`src/rtl/sipo_capture_pkg.sv`:
```
// Shared types and helpers for the serial-in/parallel-out capture block.
package sipo_pkg;

    typedef enum logic [1:0] {
        IDLE   = 2'd0,
        SHIFT  = 2'd1,
        PARITY = 2'd2
    } state_e;

    // Counter must hold the value OUTPUT_WIDTH without wrapping.
    function automatic int cnt_width(input int w);
        return $clog2(w + 1);
    endfunction

endpackage

```
`src/rtl/sipo_capture_if.sv`:
```
// Handshake/data bundle between a serial source/consumer and sipo_capture.
// SIPO_CAPTURE_PARITY_EN adds the parity_err signal.
interface sipo_capture_if #(
    parameter int OUTPUT_WIDTH = 8
);
    logic                    frame_start;
    logic                    shift_en;
    logic                    serial_in;
    logic                    data_ack;
    logic [OUTPUT_WIDTH-1:0] data;
    logic                    data_valid;
    logic                    busy;
    logic                    overrun;
`ifdef SIPO_CAPTURE_PARITY_EN
    logic                    parity_err;
`endif

    modport master (
`ifdef SIPO_CAPTURE_PARITY_EN
        input  parity_err,
`endif
        output frame_start, shift_en, serial_in, data_ack,
        input  data, data_valid, busy, overrun
    );

    modport slave (
`ifdef SIPO_CAPTURE_PARITY_EN
        output parity_err,
`endif
        input  frame_start, shift_en, serial_in, data_ack,
        output data, data_valid, busy, overrun
    );

endinterface

```
`src/rtl/sipo_capture_shifter.sv`:
```
// Shift register datapath for sipo_capture; next_word_o is the value the
// register takes on a shifting edge, so the last bit can be captured directly.
module sipo_shifter #(
    parameter int OUTPUT_WIDTH = 8,
    parameter bit SHIFT_LEFT   = 1'b1
) (
    input  logic                    clk,
    input  logic                    rst_n,
    input  logic                    clear,
    input  logic                    shift_en,
    input  logic                    serial_in,
    output logic [OUTPUT_WIDTH-1:0] word_o,
    output logic [OUTPUT_WIDTH-1:0] next_word_o
);

    logic [OUTPUT_WIDTH-1:0] word_q;
    logic [OUTPUT_WIDTH-1:0] word_d;

    // LSB-first inserts at the top so the first bit walks down to bit 0.
    assign word_d = SHIFT_LEFT ? {word_q[OUTPUT_WIDTH-2:0], serial_in}
                               : {serial_in, word_q[OUTPUT_WIDTH-1:1]};

    always_ff @(posedge clk) begin
        if (!rst_n) begin
            word_q <= '0;
        end else if (clear) begin
            word_q <= '0;
        end else if (shift_en) begin
            word_q <= word_d;
        end
    end

    assign word_o      = word_q;
    assign next_word_o = word_d;

endmodule

```
`src/rtl/sipo_capture.sv`:
```
// Frame-based serial-to-parallel capture with holding register and overrun flag.
// Define SIPO_CAPTURE_PARITY_EN for a trailing even-parity bit and parity_err.
module sipo_capture
    import sipo_pkg::*;
#(
    parameter int OUTPUT_WIDTH = 8,
    parameter bit SHIFT_LEFT   = 1'b1
) (
    input logic           clk,
    input logic           rst_n,
    sipo_capture_if.slave bus
);

    localparam int                CNT_W    = cnt_width(OUTPUT_WIDTH);
    localparam logic [CNT_W-1:0]  LAST_BIT = CNT_W'(OUTPUT_WIDTH - 1);

    state_e                  state_q;
    logic [CNT_W-1:0]        cnt_q;
    logic [OUTPUT_WIDTH-1:0] data_q;
    logic                    valid_q;
    logic                    busy_q;
    logic                    overrun_q;
    logic [OUTPUT_WIDTH-1:0] word;
    logic [OUTPUT_WIDTH-1:0] word_d;
    logic [OUTPUT_WIDTH-1:0] load_d;
    logic                    shift_d;
    logic                    complete_d;

    // frame_start always wins over a same-cycle sample.
    assign shift_d = (state_q == SHIFT) && bus.shift_en && !bus.frame_start;

`ifdef SIPO_CAPTURE_PARITY_EN
    logic parity_err_q;
    assign complete_d = (state_q == PARITY) && bus.shift_en && !bus.frame_start;
    assign load_d     = word;
    assign bus.parity_err = parity_err_q;
`else
    assign complete_d = shift_d && (cnt_q == LAST_BIT);
    assign load_d     = word_d;
`endif

    sipo_shifter #(
        .OUTPUT_WIDTH (OUTPUT_WIDTH),
        .SHIFT_LEFT   (SHIFT_LEFT)
    ) u_shifter (
        .clk         (clk),
        .rst_n       (rst_n),
        .clear       (bus.frame_start),
        .shift_en    (shift_d),
        .serial_in   (bus.serial_in),
        .word_o      (word),
        .next_word_o (word_d)
    );

    always_ff @(posedge clk) begin
        if (!rst_n) begin
            state_q      <= IDLE;
            cnt_q        <= '0;
            data_q       <= '0;
            valid_q      <= 1'b0;
            busy_q       <= 1'b0;
            overrun_q    <= 1'b0;
`ifdef SIPO_CAPTURE_PARITY_EN
            parity_err_q <= 1'b0;
`endif
        end else begin
            if (bus.data_ack && valid_q) begin
                valid_q      <= 1'b0;
`ifdef SIPO_CAPTURE_PARITY_EN
                parity_err_q <= 1'b0;
`endif
            end
            // A completing frame overrides a same-edge acknowledge.
            if (complete_d) begin
                data_q  <= load_d;
                valid_q <= 1'b1;
                if (valid_q && !bus.data_ack) begin
                    overrun_q <= 1'b1;
                end
`ifdef SIPO_CAPTURE_PARITY_EN
                parity_err_q <= ^word ^ bus.serial_in;
`endif
            end

            case (state_q)
                IDLE: begin
                    if (bus.frame_start) begin
                        state_q <= SHIFT;
                        cnt_q   <= '0;
                        busy_q  <= 1'b1;
                    end
                end
                SHIFT: begin
                    if (bus.frame_start) begin
                        cnt_q <= '0;
                    end else if (bus.shift_en) begin
                        if (cnt_q == LAST_BIT) begin
`ifdef SIPO_CAPTURE_PARITY_EN
                            state_q <= PARITY;
                            cnt_q   <= cnt_q + 1'b1;
`else
                            state_q <= IDLE;
                            cnt_q   <= '0;
                            busy_q  <= 1'b0;
`endif
                        end else begin
                            cnt_q <= cnt_q + 1'b1;
                        end
                    end
                end
                PARITY: begin
                    if (bus.frame_start) begin
                        state_q <= SHIFT;
                        cnt_q   <= '0;
                    end else if (bus.shift_en) begin
                        state_q <= IDLE;
                        cnt_q   <= '0;
                        busy_q  <= 1'b0;
                    end
                end
                default: begin
                    state_q <= IDLE;
                    cnt_q   <= '0;
                    busy_q  <= 1'b0;
                end
            endcase
        end
    end

    assign bus.data       = data_q;
    assign bus.data_valid = valid_q;
    assign bus.busy       = busy_q;
    assign bus.overrun    = overrun_q;

endmodule

```
`src/flat_wrapper.sv`:
```
// flat-port wrapper written by rule: the top's interface ports become plain ports
module sipo_capture_flat import sipo_pkg::*;
#(
    parameter int OUTPUT_WIDTH = 8,
    parameter bit SHIFT_LEFT   = 1'b1
)
  (clk, rst_n, bus_frame_start, bus_shift_en, bus_serial_in, bus_data_ack, bus_data, bus_data_valid, bus_busy, bus_overrun);
  sipo_capture_if #(.OUTPUT_WIDTH(OUTPUT_WIDTH)) bus_i ();
  input logic clk;
  input logic rst_n;
  input wire logic [$bits(bus_i.frame_start)-1:0] bus_frame_start;
  input wire logic [$bits(bus_i.shift_en)-1:0] bus_shift_en;
  input wire logic [$bits(bus_i.serial_in)-1:0] bus_serial_in;
  input wire logic [$bits(bus_i.data_ack)-1:0] bus_data_ack;
  output wire logic [$bits(bus_i.data)-1:0] bus_data;
  output wire logic [$bits(bus_i.data_valid)-1:0] bus_data_valid;
  output wire logic [$bits(bus_i.busy)-1:0] bus_busy;
  output wire logic [$bits(bus_i.overrun)-1:0] bus_overrun;
  assign bus_i.frame_start = bus_frame_start;
  assign bus_i.shift_en = bus_shift_en;
  assign bus_i.serial_in = bus_serial_in;
  assign bus_i.data_ack = bus_data_ack;
  assign bus_data = bus_i.data;
  assign bus_data_valid = bus_i.data_valid;
  assign bus_busy = bus_i.busy;
  assign bus_overrun = bus_i.overrun;
  sipo_capture #(.OUTPUT_WIDTH(OUTPUT_WIDTH), .SHIFT_LEFT(SHIFT_LEFT)) u_core (.clk(clk), .rst_n(rst_n), .bus(bus_i));
endmodule
```
`config.mk`:
```
export PLATFORM = sky130hd
export DESIGN_NAME = sipo_capture_flat
export DESIGN_NICKNAME = d
export VERILOG_FILES = /design/src/rtl/sipo_capture_pkg.sv /design/src/rtl/sipo_capture_if.sv /design/src/rtl/sipo_capture_shifter.sv /design/src/rtl/sipo_capture.sv /design/src/flat_wrapper.sv
export SDC_FILE = /design/constraint.sdc
export NUM_CORES = 1
export LEC_CHECK = 0
export ABC_AREA = 0
export ABC_CLOCK_PERIOD_IN_PS = 1530
export CAP_MARGIN = 20
export CORE_MARGIN = 8
export CORE_UTILIZATION = 48
export DETAILED_ROUTE_END_ITERATION = 10
export GPL_ROUTABILITY_DRIVEN = 0
export MAX_ROUTING_LAYER = met4
export PLACE_DENSITY = 0.75
export RECOVER_POWER = 50
export SLEW_MARGIN = 30
export SYNTH_ARGS = -nofsm -noshare
export SYNTH_HDL_FRONTEND = slang
export SYNTH_SLANG_ARGS = --single-unit
```
`constraint.sdc`:
```
create_clock -name clk -period 1.53 [get_ports clk]
set_input_delay 0.306 -clock clk [delete_from_list [all_inputs] [get_ports clk]]
set_output_delay 0.306 -clock clk [all_outputs]
set_load 0.05 [all_outputs]
```
Word-level counts from Yosys, hierarchy flattened
Cells that the tools add are included.
- add/sub/neg operators: 1
- eq/ne operators: 11
- multiplexer cells: 23
- bitwise logic cells: 1
- reductions and logical operators: 14
- operators with widths (kind ; number):
    two-way mux 4 bit ; 6
    two-way mux 2 bit ; 6
    != test 2 bit, second input constant ; 6
    one-hot mux 4 bit (3 select lines) ; 1
    two-way mux 1 bit ; 8
    != test 3 bit, second input constant ; 2
    one-hot mux 2 bit (3 select lines) ; 1
    AND reduction 6 bit ; 1
    logical AND 1 bit ; 5
    AND reduction 5 bit ; 1
    adder 4 x 1 -> 4 bit, second input constant ; 1
    equality test 4 x 3 -> 1 bit, second input constant ; 1
    one-hot mux 1 bit (3 select lines) ; 1
    AND reduction 3 bit ; 1
    equality test 2 x 1 -> 1 bit, second input constant ; 1
    equality test 2 bit, second input constant ; 1
    zero test 1 bit ; 2
    zero test 2 bit ; 1
    AND reduction 2 bit ; 1
    nonzero test 2 bit ; 1
    OR reduction 2 bit ; 1
    NOT 1 bit ; 1
- bits in registers: 24
- output and inout bits: 11
- word-level logic and storage cells: 57

Depth between registers and ports, before layout
- depth after elaboration: 5
- mapped depth: 5

Cells and area by module
A second synthesis with hierarchy kept.
- cell total of the unflattened synthesis: 104
- area total of the unflattened synthesis: 983.4 um^2
- by module, submodules not included (module ; times used ; cells an instance ; area each (um^2) ; sequential area each (um^2)):
    sipo_capture ; 1 ; 69 ; 630.6 ; 300.3
    sipo_shifter ; 1 ; 35 ; 352.8 ; 160.2

Worst setup path after synthesis
No wires, ideal clock.
- path kind: flip-flop to flip-flop
- start: register u_core.state_q[0]
- end: register u_core.data_q[0] (netlist: u_core.bus.data[0])
- setup time: 0.072 ns
- arrival: 1.509 ns
- data required time: 1.458 ns
- setup slack: -0.051 ns
- stages on the path, launching flop included: 6
- cells stage by stage: dfxtp_1 -> nand3b_1 -> buf_6 -> nor3_4 -> buf_6 -> mux2i_1
- word-level cells in the longest chain between the ends: 4
- ends and longest elaborated chain (element ; line ; RTL):
    start: declaration ; sipo_capture.sv:17 ; state_e state_q;
    start signal: assignment ; sipo_capture.sv:57 ; state_q <= IDLE;
    start signal: assignment ; sipo_capture.sv:88 ; state_q <= SHIFT;
    start signal: assignment ; sipo_capture.sv:102 ; state_q <= IDLE;
    equality test 2 x 1 -> 1 bit ; sipo_capture.sv:30 ; assign shift_d = (state_q == SHIFT) && bus.shift_en && !bus.frame_start;
    logical AND 1 bit (2 in series) ; sipo_capture.sv:30 ;
    logical AND 1 bit ; sipo_capture.sv:38 ; assign complete_d = shift_d && (cnt_q == LAST_BIT);
    end signal: assignment ; sipo_capture.sv:75 ; data_q <= load_d;
    end: declaration ; sipo_capture.sv:19 ; logic [OUTPUT_WIDTH-1:0] data_q;
No other way between the ends.
A chain may end at the register's enable or synchronous reset.

Worst setup path in the final report
- start: register u_core.state_q[0]
- end: register u_core.data_q[4] (netlist: u_core.bus.data[4])
Same word-level chain as after synthesis.

==> summary.txt <==
Run status
  • Status: finished, final reports clean

GRT
  • GRT Util Overall: 12.85%
  • Initial antenna violation count: 0
  • Largest net degree at the start of global routing: 16
  • Routing usage on met3: 3.478%
  • Vias in the first global route: 721
  • GR met2 Demand/Resource: 20.31%
  • Global route overflow: 0
  • GR peak layer: met2
  • Met1 GRT Util: 14.18%
  • First-pass GRT wire length: 3291 um

Clock network
  • Worst-case clock buffer depth: 2
  • CTS Buf Count: 3
  • Clk slew on worst S/H paths: 0.12 ns
  • CTS root buffer: clkbuf_4
  • Cells resized by post-CTS repair: 0
  • CTS hold repair buffers: 0
  • Clk_lat worst skew: 0.31 ns
  • H-tree depth: 1
  • TritonCTS clock tree: done
  • Setup bufs post-CTS: 0
  • Clock Sinks: 22

Timing
  • Worst Tran Pin Value: 0.5064 ns
  • Worst slew margin: 66.18%
  • # setup viols final: 0
  • Final setup margin: 0.1226 ns
  • Slew Viols, Final: 0
  • Final Cycle Share: 91.99%
  • Hold Fails Final Rpt: 0
  • Fmax achieved: 0.7105 GHz
  • RSZ-0062 raised after global routing: no
  • Worst Skew: 0.005026 ns
  • Min Tclk post-route: 1.407 ns

Finish
  • Layout cells sized above 1: 20.54%
  • Nets: 120
  • Area grow syn2layout: 27.79%
  • N_diodes: 0
  • Layout Cells excl Fill: 137
  • Final Util: 64.69%
  • Cell area after layout: 1105 um^2

Synthesis
  • Synth top area cells: dfxtp_1, mux2i_1, nand2_1
  • #FFs+latches synth: 22
  • Synth cell count leaders: dfxtp_1, nand2_1, mux2i_1
  • Avg Inst Size Synth: 9.606 um^2
  • Sequential area share after synthesis: 50.94%
  • Cell accounting for the most synthesized area: dfxtp_1
  • Predominant post-synthesis flop cell: dfxtp_1
  • EDFF count, synth: 0
  • Yosys cell types: 19
  • Syn nets: 97
  • Mapped Area: 864.6 um^2
  • Top cell type's share of synthesized area: 50.94%
  • Most frequent cell after synthesis: dfxtp_1
  • Count of yosys warnings during synthesis: 0
  • Cell count after synthesis: 90
  • Asr flop ratio synth: 0%

Drt
  • Number of iterations in the first detailed-routing pass: 4
  • Via-to-Cell Ratio: 4.956
  • Drt drc: 0
  • Initial DRC Count: 15
  • Vias: 679
  • WL/cell: 14.02 um
  • Post-route antenna net violation count: 0
  • Final WL: 1921 um

Die
  • Core Region: 1708 um^2
  • Rows: 15
  • Die span in x: 58.44 um
  • Starting density of the core: 50.62%
  • I/O pin count: 17
  • Die ar.: 3415 um^2
  • DIE HEIGHT: 58.44 um

Critical path
  • Worst R2R Setup Slack: 0.12 ns
  • CP max FO: 7
  • CP peak stage delay: 0.52 ns
  • Critical path endpoint: u_core.bus.data[4]$_SDFFE_PN0P_
  • Setup crit end kind: flop
  • CP Launch Point: u_core.state_q[0]$_SDFFE_PN0P_
  • Worst reg2reg path startpoint: u_core.state_q[0]$_SDFFE_PN0P_
  • Worst EP arrival: 1.66 ns
  • R2r endpoint: u_core.bus.data[4]$_SDFFE_PN0P_
  • Worst path cell trace: nand3b_1 -> nor3_4 -> buf_4 -> mux2i_1
  • Startpoint Class: flop
  • CP max-delay cell: dfxtp_1
  • R2r worst-path depth: 4
  • WS Path Type: flop to flop
  • Req. time, crit path: 1.78 ns

Power and ir drop
  • Peak VDD IR: 1.196 mV
  • Leak: 0.4648 nW
  • Overall power: 0.001092 W
  • P per Cell Area: 988.0 nW/um^2

Placed design
  • Number of port buffers: 16
  • Post-DP HPWL: 1371 um
  • Dpl cells: 133
  • Post-Place Worst Slack: -0.1206 ns
  • Placed cell area: 1186 um^2

Min path
  • Worst min path class: flop to flop

Job
  • Max Cap Violations: 0
sequential cells by signal, indices dropped and copies added (netlist names):
register / count
u_core.bus.data_valid: 1
u_core.bus.overrun: 1
u_core.bus.data: 8
u_core.u_shifter.word_o: 7
u_core.cnt_q: 4
u_core.state_q: 1
stage by stage:
stage               setup TNS (ns)  hold WS (ns)
floorplan                        0        0.4378
detailed placement          -1.099        0.4518
global route                     0        0.4961
global placement           -0.4140        0.4510
finish                           0        0.4667
CTS                              0        0.4698
power breakdown:
part	switching [W]	internal (W)	leakage (nW)
combinational	0.0000328	0.0000310	0.259
clock	0.000181	0.000265	0.0279
sequential	0.00000605	0.000576	0.178
total	0.000220	0.000872	0.465
cell usage in the layout, fill, tap and decap left out, drive strengths merged, types with 2 or more instances in the layout:
master | synthesis | final
clkdlybuf4s50 | 0 | 4
a21oi | 3 | 3
nand2 | 20 | 20
o21ai | 2 | 2
clkbuf | 3 | 13
nor2 | 9 | 9
xor2 | 2 | 2
buf | 2 | 7
nand3 | 4 | 4
mux2i | 14 | 14
dfxtp | 22 | 22
how the worst min path moves through the flow:
stage | startpoint | endpoint | slack, ns | cells after the start
after floorplan | u_core.u_shifter.word_o[6]$_SDFFE_PP0P_ | u_core.bus.data[7]$_SDFFE_PN0P_ | 0.44 | 2
after global placement | u_core.u_shifter.word_o[6]$_SDFFE_PP0P_ | u_core.bus.data[7]$_SDFFE_PN0P_ | 0.45 | 2
after detailed placement | u_core.u_shifter.word_o[6]$_SDFFE_PP0P_ | u_core.bus.data[7]$_SDFFE_PN0P_ | 0.45 | 2
after CTS | u_core.u_shifter.word_o[6]$_SDFFE_PP0P_ | u_core.bus.data[7]$_SDFFE_PN0P_ | 0.47 | 2
after global routing | u_core.u_shifter.word_o[4]$_SDFFE_PP0P_ | u_core.bus.data[5]$_SDFFE_PN0P_ | 0.50 | 2
final | u_core.u_shifter.word_o[6]$_SDFFE_PP0P_ | u_core.bus.data[7]$_SDFFE_PN0P_ | 0.47 | 2
routing by layer:
layer / up-vias / share of wire, %
met2: 11 / 49
met3: 4 / 5.3
li1: 343 / -
met1: 321 / 43
met5: - / 0
met4: 0 / 2.4
logic make-up after synthesis:
family                   count (synthesis)  share of synthesized area, %
XOR/XNOR                                 2                         2.026
adder cells (fa/ha/maj)                  1                         1.447
AND/OR/NAND/NOR                         39                         20.70
multiplexers                            14                         16.21
buffers and inverters                    5                         3.907
flip-flops                              22                         50.94
AO/OA/AOI/OAI                            7                         4.776
final cells by class:
type                    instances  area, um^2
fillers                       150       603.1
multi-input cells              63       390.4
flip-flops and latches         22       440.4
well taps                      25       31.28
clock inverters                 1       30.03
repair buffers                 23       190.2
clock buffers                   3       22.52
critical path, delay by kind of cell (launching register included):
| family | cells | cell delay (ns) |
|---|---|---|
| flops | 1 | 0.52 |
| mux | 1 | 0.17 |
| buf+inv | 1 | 0.17 |
| simple gates | 2 | 0.48 |
(Power assumes the default switching activity.)
